`src/rtl/register_bank_cnt_pkg.sv`:
```
// Shared emulator-wide constants for the register bank and its cells.
package register_bank_cnt_pkg;

  // Count direction encoding on the CNT_DN / dn inputs.
  localparam logic CNT_UP = 1'b0;
  localparam logic CNT_DN = 1'b1;

  // Default register width of the emulator datapath.
  localparam int DEF_WIDTH = 4;

  // Cell operation selected for one clock edge; visible for debug and checkers.
  typedef enum logic [1:0] {
    OP_HOLD = 2'd0,
    OP_LOAD = 2'd1,
    OP_INC  = 2'd2,
    OP_DEC  = 2'd3
  } cell_op_e;

  // Resolve the per-cell operation: a load always wins over a count.
  function automatic cell_op_e resolve_op(input logic ld, input logic cnt, input logic dn);
    cell_op_e op;
    op = OP_HOLD;
    if (ld) begin
      op = OP_LOAD;
    end else if (cnt) begin
      op = (dn == CNT_DN) ? OP_DEC : OP_INC;
    end
    return op;
  endfunction

endpackage

```
`src/rtl/register_bank_cnt_reg_cnt_cell.sv`:
```
// One WIDTH-bit loadable up/down counter with a sticky carry/borrow flag.
module reg_cnt_cell
  import register_bank_cnt_pkg::*;
#(
  parameter int               WIDTH   = DEF_WIDTH,
  parameter logic [WIDTH-1:0] RST_VAL = '0
) (
  input  logic             clk,
  input  logic             rst,
  input  logic             ld,
  input  logic             cnt,
  input  logic             dn,
  input  logic [WIDTH-1:0] d,
  output logic [WIDTH-1:0] q,
  output logic             cf,
  output cell_op_e         op_dbg
);

  logic [WIDTH-1:0] reg_q;
  logic [WIDTH-1:0] reg_d;
  logic             cf_q;
  logic             cf_d;
  cell_op_e         op;

  // Next-state: load clears the flag; a wrap in either direction sets it;
  // a non-wrapping count leaves the flag untouched (sticky).
  always_comb begin
    reg_d = reg_q;
    cf_d  = cf_q;
    op    = resolve_op(ld, cnt, dn);
    case (op)
      OP_LOAD: begin
        reg_d = d;
        cf_d  = 1'b0;
      end
      OP_INC: begin
        reg_d = reg_q + WIDTH'(1);
        if (&reg_q) begin
          cf_d = 1'b1;
        end
      end
      OP_DEC: begin
        reg_d = reg_q - WIDTH'(1);
        if (reg_q == '0) begin
          cf_d = 1'b1;
        end
      end
      default: begin
        reg_d = reg_q;
        cf_d  = cf_q;
      end
    endcase
  end

  // State registers; reset is asynchronous so a half-done update is discarded.
  always_ff @(posedge clk or posedge rst) begin
    if (rst) begin
      reg_q <= RST_VAL;
      cf_q  <= 1'b0;
    end else begin
      reg_q <= reg_d;
      cf_q  <= cf_d;
    end
  end

  assign q      = reg_q;
  assign cf     = cf_q;
  assign op_dbg = op;

endmodule

```
`src/rtl/register_bank_cnt.sv`:
```
// Bank of NREGS loadable up/down counters between the ALU result bus
// (STOREDATA) and the ALU operand bus (LOADDATA). NREGS must be at least 2.
//
// Strobe semantics: nST and CNT_EN are sampled at every rising CLK edge and
// act for exactly that edge; there is no handshake or back-pressure. Indices
// at or above NREGS address nothing: stores/counts are dropped, reads give 0.
module register_bank_cnt
  import register_bank_cnt_pkg::*;
#(
  parameter int               WIDTH   = DEF_WIDTH,
  parameter int               NREGS   = 2,
  parameter logic [WIDTH-1:0] RST_VAL = '0,
  localparam int              SELW    = $clog2(NREGS)
) (
  input  logic                   CLK,
  input  logic                   RST,
  input  logic                   nST,
  input  logic [SELW-1:0]        ST_SEL,
  input  logic [WIDTH-1:0]       STOREDATA,
  input  logic                   CNT_EN,
  input  logic [SELW-1:0]        CNT_SEL,
  input  logic                   CNT_DN,
  input  logic                   nOUT,
  input  logic [SELW-1:0]        RD_SEL,
  output logic [WIDTH-1:0]       LOADDATA,
  output logic [NREGS*WIDTH-1:0] COUNTER,
  output logic [NREGS-1:0]       CF
);

  logic [NREGS-1:0] ld_vec;
  logic [NREGS-1:0] cnt_vec;
  logic [WIDTH-1:0] reg_val [NREGS];
  cell_op_e         op_dbg  [NREGS];

  // Address decode with load-over-count priority on the same register.
  always_comb begin
    ld_vec  = '0;
    cnt_vec = '0;
    for (int i = 0; i < NREGS; i++) begin
      ld_vec[i]  = !nST && (int'(ST_SEL) == i);
      cnt_vec[i] = CNT_EN && (int'(CNT_SEL) == i) && !ld_vec[i];
    end
  end

  for (genvar g = 0; g < NREGS; g++) begin : g_cell
    reg_cnt_cell #(
      .WIDTH   (WIDTH),
      .RST_VAL (RST_VAL)
    ) u_cell (
      .clk    (CLK),
      .rst    (RST),
      .ld     (ld_vec[g]),
      .cnt    (cnt_vec[g]),
      .dn     (CNT_DN),
      .d      (STOREDATA),
      .q      (reg_val[g]),
      .cf     (CF[g]),
      .op_dbg (op_dbg[g])
    );

    assign COUNTER[g*WIDTH +: WIDTH] = reg_val[g];
  end

  // Zero-latency gated read mux; an unmatched index leaves the bus at zero.
  always_comb begin
    LOADDATA = '0;
    if (!nOUT) begin
      for (int i = 0; i < NREGS; i++) begin
        if (int'(RD_SEL) == i) begin
          LOADDATA = reg_val[i];
        end
      end
    end
  end

endmodule

```
`config.mk`:
```
export PLATFORM = sky130hd
export DESIGN_NAME = register_bank_cnt
export DESIGN_NICKNAME = d
export VERILOG_FILES = /design/src/rtl/register_bank_cnt_pkg.sv /design/src/rtl/register_bank_cnt_reg_cnt_cell.sv /design/src/rtl/register_bank_cnt.sv
export SDC_FILE = /design/constraint.sdc
export NUM_CORES = 1
export LEC_CHECK = 0
export CORE_MARGIN = 1
export CORE_UTILIZATION = 40
export CTS_BUF_LIST = sky130_fd_sc_hd__clkbuf_16
export DETAILED_ROUTE_END_ITERATION = 8
export PLACE_DENSITY = 0.73
export RECOVER_POWER = 25
export REMOVE_ABC_BUFFERS = 1
export SLEW_MARGIN = 15
export SYNTH_ARGS = -nofsm -noshare
export SYNTH_HDL_FRONTEND = slang
export SYNTH_SLANG_ARGS = --single-unit
```
`constraint.sdc`:
```
create_clock -name CLK -period 1.6 [get_ports CLK]
set_input_delay 0.16 -clock CLK [delete_from_list [all_inputs] [get_ports CLK]]
set_output_delay 0.16 -clock CLK [all_outputs]
set_load 0.01 [all_outputs]
```
==> impl_metrics.ini, run 1 <==
[outcome]
status = finished with violations
violations = negative setup slack

[clock_network]
clock_latency_ns = 0.24
root_buffer = clkbuf_16
cts_buffer_depth = 2
cts_tree = done
cts.sinks = 10
numCtsBuffers = 3
cts_htree_levels = 1
cts.clk_slew.worst_paths_ns = 0.04

[logic_synthesis]
synthArstFlopShare_pct = 100
syn_avg_cell_area_um2 = 8.21
synth_flop_cell = dfrtp_1
yosysWarnings = 0
syn_area_um2 = 846
synth_cell_types = 36
synth-seq-cells = 10
synth_edf_count = 0
synth_cells = 103
seq_area_frac_synth_pct = 29.6

[worst_setup_path]
path_cells = ha_4 -> a21oi_4 -> and3b_1 -> o31a_1 -> o31a_1
path_common_cell = o31a_1
cpMaxStageDelayCell = dfrtp_1
path_delay_family = compound AO/OA/AOI/OAI gates
endpoint_kind = register
critPathKind = reg -> reg
path_buf_inv = 0
cp_max_fo = 3
critPathLaunchType = register
cp_data_arrival_time_ns = 1.74
worst_path_largest_cell_delay_ns = 0.41
regToRegSetupSlack_ns = -0.01
critical_path_required_ns = 1.73

[sta]
fin_worst_skew_ns = 0.00630
min_period_ns = 1.61
relSlewSlack_pct = 70.7
worstMarginPinSlew_ns = 0.433
grt_setup_unrepaired = yes
clock.fmax_mhz = 620
fin_setup_tns_ns = -0.0120
setup_slack_ns = -0.0120
setup_viol = 1
min_period_over_period_pct = 101
finalHoldViolCount = 0
slew_viol_final = 0

[power]
power_leakage_nw = 0.662
powerDensity_nw_per_um2 = 1030
ir_drop_mv = 0.847

[floorplan]
fp.dieW_um = 48.0
num_io_pins = 27
start_util_pct = 42.7
die_y_um = 48.0
dieArea_um2 = 2300
rows = 16
core_area_um2 = 1980

[drt]
route.detailed.drc = 0
drt.antenna.violating_nets = 0
vias = 953
via_per_inst = 5.24
drt-total-wl_um = 2710
routedWlPerCell_um = 14.9
first_pass_iters = 4
drtIter0Drc = 21

[final_layout]
fillers = 135
multiInputGateArea_um2 = 667
nets = 175
layout-drive-gt1-share_pct = 35.5
diodes = 0
register_area_um2 = 253
areaGrowthSynthToFinish_pct = 79.9

[global_routing]
grt_start_max_net_pins = 12
gr-total-overflow = 0
grt_pass1_wl_um = 4040
grt_pass1_vias = 872
track_usage_pct = 26.9
antenna_found_initial = 0

[placed_design]
dp_slack_ns = -0.880
io_buffers = 26
gp_congestion = 0.790
dp_hpwl_um = 1960

[run]
maxCapViolCount = 0

[min_path]
hold_path.class = in -> reg
## cell usage after synthesis, types with 2 or more instances
cell type / instances / area share [%]
a21oi_1: 9 / 5.3
buf_2: 2 / 1.2
buf_4: 2 / 1.8
dfrtp_1: 10 / 30
fa_1: 2 / 4.7
ha_1: 4 / 5.9
inv_1: 7 / 3.1
mux2i_1: 4 / 4.7
nand2_1: 10 / 4.4
nand2b_1: 3 / 2.2
nand3_1: 5 / 3.0
nand4_1: 2 / 1.5
nor2_1: 10 / 4.4
nor2b_1: 3 / 2.2
o21ai_0: 6 / 3.6
o31a_1: 2 / 2.1
xnor2_1: 2 / 2.1
xor2_1: 2 / 2.1
## metal layers
| metal | GRT usage, % | vias up | wire (µm) |
|---|---|---|---|
| met2 | 41.9 | 28 | 1410 |
| met3 | 6.79 | 7 | 99 |
| li1 | - | 467 | - |
| met1 | 34.7 | 451 | 1140 |
| met4 | 12.8 | 0 | 51 |
| met5 | 0 | - | 0 |
## power breakdown
| group | internal, mW | switching, mW | total, mW |
|---|---|---|---|
| registers | 0.307 | 0.0528 | 0.360 |
| logic | 0.417 | 0.343 | 0.759 |
| clock network | 0.329 | 0.127 | 0.455 |
| total | 1.05 | 0.522 | 1.57 |
## timing repair
action,in CTS,in global routing
hold buffers,0,0
pin swaps,15,16
setup endpoints to repair,10,5
gates cloned,0,0
buffers inserted,3,3
hold endpoints to repair,0,0
gates resized for setup,34,22
## through the flow
step	hold slack, ns	total power, mW	util, %	area (µm²)	std cells
floorplan	0.000178	0.635	-	817	98
global placement	0.462	0.958	64.4	1280	173
detailed placement	0.465	0.982	64.4	1280	173
CTS	0.210	1.49	72.3	1430	180
global route	0.322	1.68	76.8	1520	182
finish	0.305	1.57	76.8	1520	182
## path summary, 6_finish.rpt
check,end,cells after the start,start
setup reg to reg,g_cell[0].u_cell.q[3],5,g_cell[0].u_cell.q[2]
hold / removal,g_cell[0].u_cell.q[3],3,nST
max in group asynchronous,g_cell[0].u_cell.q[3],2,RST
hold reg to reg,g_cell[0].u_cell.cf,2,g_cell[0].u_cell.cf
min in group asynchronous,g_cell[0].u_cell.cf,2,RST
setup / recovery,g_cell[0].u_cell.q[3],5,g_cell[0].u_cell.q[2]
## layout by cell type, fill, tap and decap left out, types with 2 or more instances in the layout
cell             netlist  final
buf_4                  2     23
clkdlybuf4s50_1        0     16
clkbuf_2               0      3
nand3_1                5      4
dlygate4sd2_1          0      4
dfrtp_1               10      8
o21ai_1                0      2
fa_2                   0      2
nand4_1                2      2
nand2b_1               3      2
inv_1                  7      5
buf_6                  0      6
nor2b_1                3      2
mux2i_1                4      4
clkbuf_16              0      3
a21oi_1                9      8
xor2_1                 2      2
nand2_1               10     10
dfrtp_2                0      2
o31a_1                 2      2
xnor2_1                2      2
nor2_1                10      9
o21ai_0                6      4
ha_4                   0      4
## logic make-up after synthesis
kind of cell / count (synthesis) / synth area share, %
adder cells (fa/ha/maj): 6 / 10.7
AND/OR/NAND/NOR: 43 / 27.1
XOR/XNOR: 4 / 4.14
flip-flops: 10 / 29.6
multiplexers: 4 / 4.73
buffers and inverters: 12 / 6.51
AO/OA/AOI/OAI: 24 / 17.3
## worst reg2reg max path, delay by kind of cell (launching register included)
family	cells	cell delay, ns
and+or+nand+nor	1	0.20
adders and majority gates	1	0.32
DFF	1	0.41
AOI/OAI and AO/OA	3	0.58
## state kept, by name, indices dropped and copies added (netlist names)
register          cells
g_cell.u_cell.q       8
g_cell.u_cell.cf      2
## cell type report
cell class              count  share of cell area, %
well taps                  27                   2.22
repair buffers             53                   30.3
multi-input cells          81                   43.8
flip-flops and latches     10                   16.6
clock buffers               3                   4.93
clock inverters             1                  0.247
inverters                   7                   1.89
(Power assumes the default switching activity.)
==> run 2, diff against run 1 <==
--- a/config.mk
+++ b/config.mk
@@ -9,9 +9,11 @@
 export CORE_UTILIZATION = 40
 export CTS_BUF_LIST = sky130_fd_sc_hd__clkbuf_16
 export DETAILED_ROUTE_END_ITERATION = 8
+export HOLD_SLACK_MARGIN = 0.02
 export PLACE_DENSITY = 0.73
 export RECOVER_POWER = 25
 export REMOVE_ABC_BUFFERS = 1
+export SKIP_LAST_GASP = 1
 export SLEW_MARGIN = 15
 export SYNTH_ARGS = -nofsm -noshare
 export SYNTH_HDL_FRONTEND = slang
==> results of run 2 <==
The final DEF is identical to that of run 1; final timing and power are the same.
==> run 3, diff against run 2 <==
==> constraint.sdc (replaced) <==
create_clock -name CLK -period 1.6 [get_ports CLK]
set_input_delay 0.16 -clock CLK [delete_from_list [all_inputs] [get_ports CLK]]
set_output_delay 0.16 -clock CLK [all_outputs]
set_load 0.05 [all_outputs]
==> run 3 against run 2 <==
The run still ends with negative setup slack left; hold slack gained 0.037 ns; fmax down 4.6%; cell area increased by 3.5%; sequential cell count did not move; via count up 5.6%; first-iteration DRC count increased by 38%; critical path depth stayed put; non-clock buffer count grew 7; sequential share of layout area shrank 0.73 points; utilization rose by 2.7 points; sequential power is 6.1% higher.
==> impl_metrics.ini, run 3 (synthesis results as in run 1) <==
[drt]
drt-total-wl_um = 2940
drtIter0Drc = 29
routedWlPerCell_um = 15.6
vias = 1006
route.detailed.drc = 0
first_pass_iters = 4
via_per_inst = 5.35
drt.antenna.violating_nets = 0

[floorplan]
start_util_pct = 42.7
fp.dieW_um = 48.0
dieArea_um2 = 2300
die_y_um = 48.0
core_area_um2 = 1980
num_io_pins = 27
rows = 16

[power]
ir_drop_mv = 0.997
power_mw = 1.78
intPower_mw = 1.06
power_switching_share_pct = 40.7
powerDensity_nw_per_um2 = 1130
power_leakage_nw = 0.716
p_comb_share_pct = 54.8
p_seq_share_pct = 21.4
clkPwrFrac_pct = 23.8
switchingPower_mw = 0.724

[run]
maxCapViolCount = 0

[global_routing]
gr-total-overflow = 0
grt_start_max_net_pins = 12
grt_pass1_wl_um = 3950
antenna_found_initial = 0
grt_pass1_vias = 907
track_usage_pct = 25.1

[final_layout]
layout-drive-gt1-share_pct = 47.8
fin_util_pct = 79.5
diodes = 0
areaGrowthSynthToFinish_pct = 86.2
mostFrequentLayoutCells = buf_4 (40), nand2_1 (10), dfrtp_1 (10)
final_common_cell = buf_4
largest_reg_flops = 8
nets = 182

[worst_setup_path]
critPathKind = reg -> reg
path_common_cell = o31a_1
critical_path_required_ns = 1.71
endpoint_kind = register
critPathLaunchType = register
worst_path_largest_cell_delay_ns = 0.41
path_buf_inv = 0
cp_data_arrival_time_ns = 1.80
path_cells = ha_4 -> nand3_2 -> and3b_2 -> o31a_1 -> o31a_1
path_delay_family = compound AO/OA/AOI/OAI gates
cpMaxStageDelayCell = dfrtp_1
cp_max_fo = 3

[sta]
setup_slack_ns = -0.0902
min_period_over_period_pct = 106
finalHoldViolCount = 0
relSlewSlack_pct = 74.9
worstMarginPinSlew_ns = 0.371
min_period_ns = 1.69
slew_viol_final = 0
setup_viol = 1
fin_worst_skew_ns = 0.000856
grt_setup_unrepaired = yes
clock.fmax_mhz = 592

[min_path]
hold_path.class = in -> async

[clock_network]
cts_buffer_depth = 2
cts_hold_buffers = 0
clock_latency_ns = 0.23
root_buffer = clkbuf_16
numCtsBuffers = 3
cts_tree = done
cts_htree_levels = 1
cts.sinks = 10
cts.clk_slew.worst_paths_ns = 0.04

[placed_design]
io_buffers = 26
dp_slack_ns = -0.855
dp_hpwl_um = 1890
gp_congestion = 0.819

[outcome]
status = finished with violations
violations = negative setup slack
run 3: cell types whose count changed in the layout (fill, tap and decap cells not counted), sizes merged:
cell           previous run  this run
dlygate4sd2               4         0
buf                      29        51
clkdlybuf4s50            16         6
clkinv                    1         0
clkbuf                    6         5
run 3: path summary, 6_finish.rpt:
| path | start | to | slack [ns] | cells after the start |
|---|---|---|---|---|
| setup / recovery | g_cell[0].u_cell.q[2] | g_cell[0].u_cell.q[3] | -0.09 | 5 |
| hold / removal | RST | g_cell[0].u_cell.q[1] | 0.34 | 2 |
| setup reg to reg | g_cell[0].u_cell.q[2] | g_cell[0].u_cell.q[3] | -0.09 | 5 |
| hold reg to reg | g_cell[1].u_cell.cf | g_cell[1].u_cell.cf | 0.51 | 1 |
| max in group asynchronous | RST | g_cell[0].u_cell.q[2] | 0.99 | 2 |
| min in group CLK | nST | g_cell[0].u_cell.q[3] | 0.35 | 4 |
run 3: cell type report:
class / count / area, µm²
multi-input combinational: 81 / 661
tap: 27 / 33.8
inverter: 7 / 28.8
clock buffer: 3 / 75.1
fill: 135 / 407
timing repair buffer: 60 / 527
sequential: 10 / 250
run 3: metrics by stage:
step | hold slack, ns | setup TNS (ns) | instances | cell area (µm²)
floorplan | 0.000178 | -1.37 | 98 | 817
global placement | 0.453 | -3.43 | 174 | 1300
detailed placement | 0.453 | -3.73 | 174 | 1300
CTS | 0.213 | -0.0426 | 181 | 1470
global route | 0.372 | -0.193 | 188 | 1580
finish | 0.343 | -0.0902 | 188 | 1580
run 3: per-layer routing:
layer  part of all wire, %  global-route usage (%)  up-vias
met3                   1.9                    3.02        4
met1                    44                    33.6      506
met5                     0                       0        -
li1                      -                       -      477
met4                  0.58                    7.78        0
met2                    53                    42.2       19
run 3: repair_timing:
| item | in CTS | in global routing |
|---|---|---|
| endpoints found under the hold margin | 0 | 0 |
| setup endpoints to repair | 6 | 6 |
| buffers inserted | 4 | 7 |
| resized for setup | 29 | 21 |
| pin swaps | 14 | 14 |
run 3: power by group through the flow:
stage,Clock [mW],Combinational (mW),Sequential [mW]
after detailed placement,0,0.842,0.366
after floorplan,0,0.282,0.554
after global placement,0,0.821,0.366
after global routing,0.438,1.03,0.386
after CTS,0.421,0.891,0.373
final,0.424,0.975,0.382
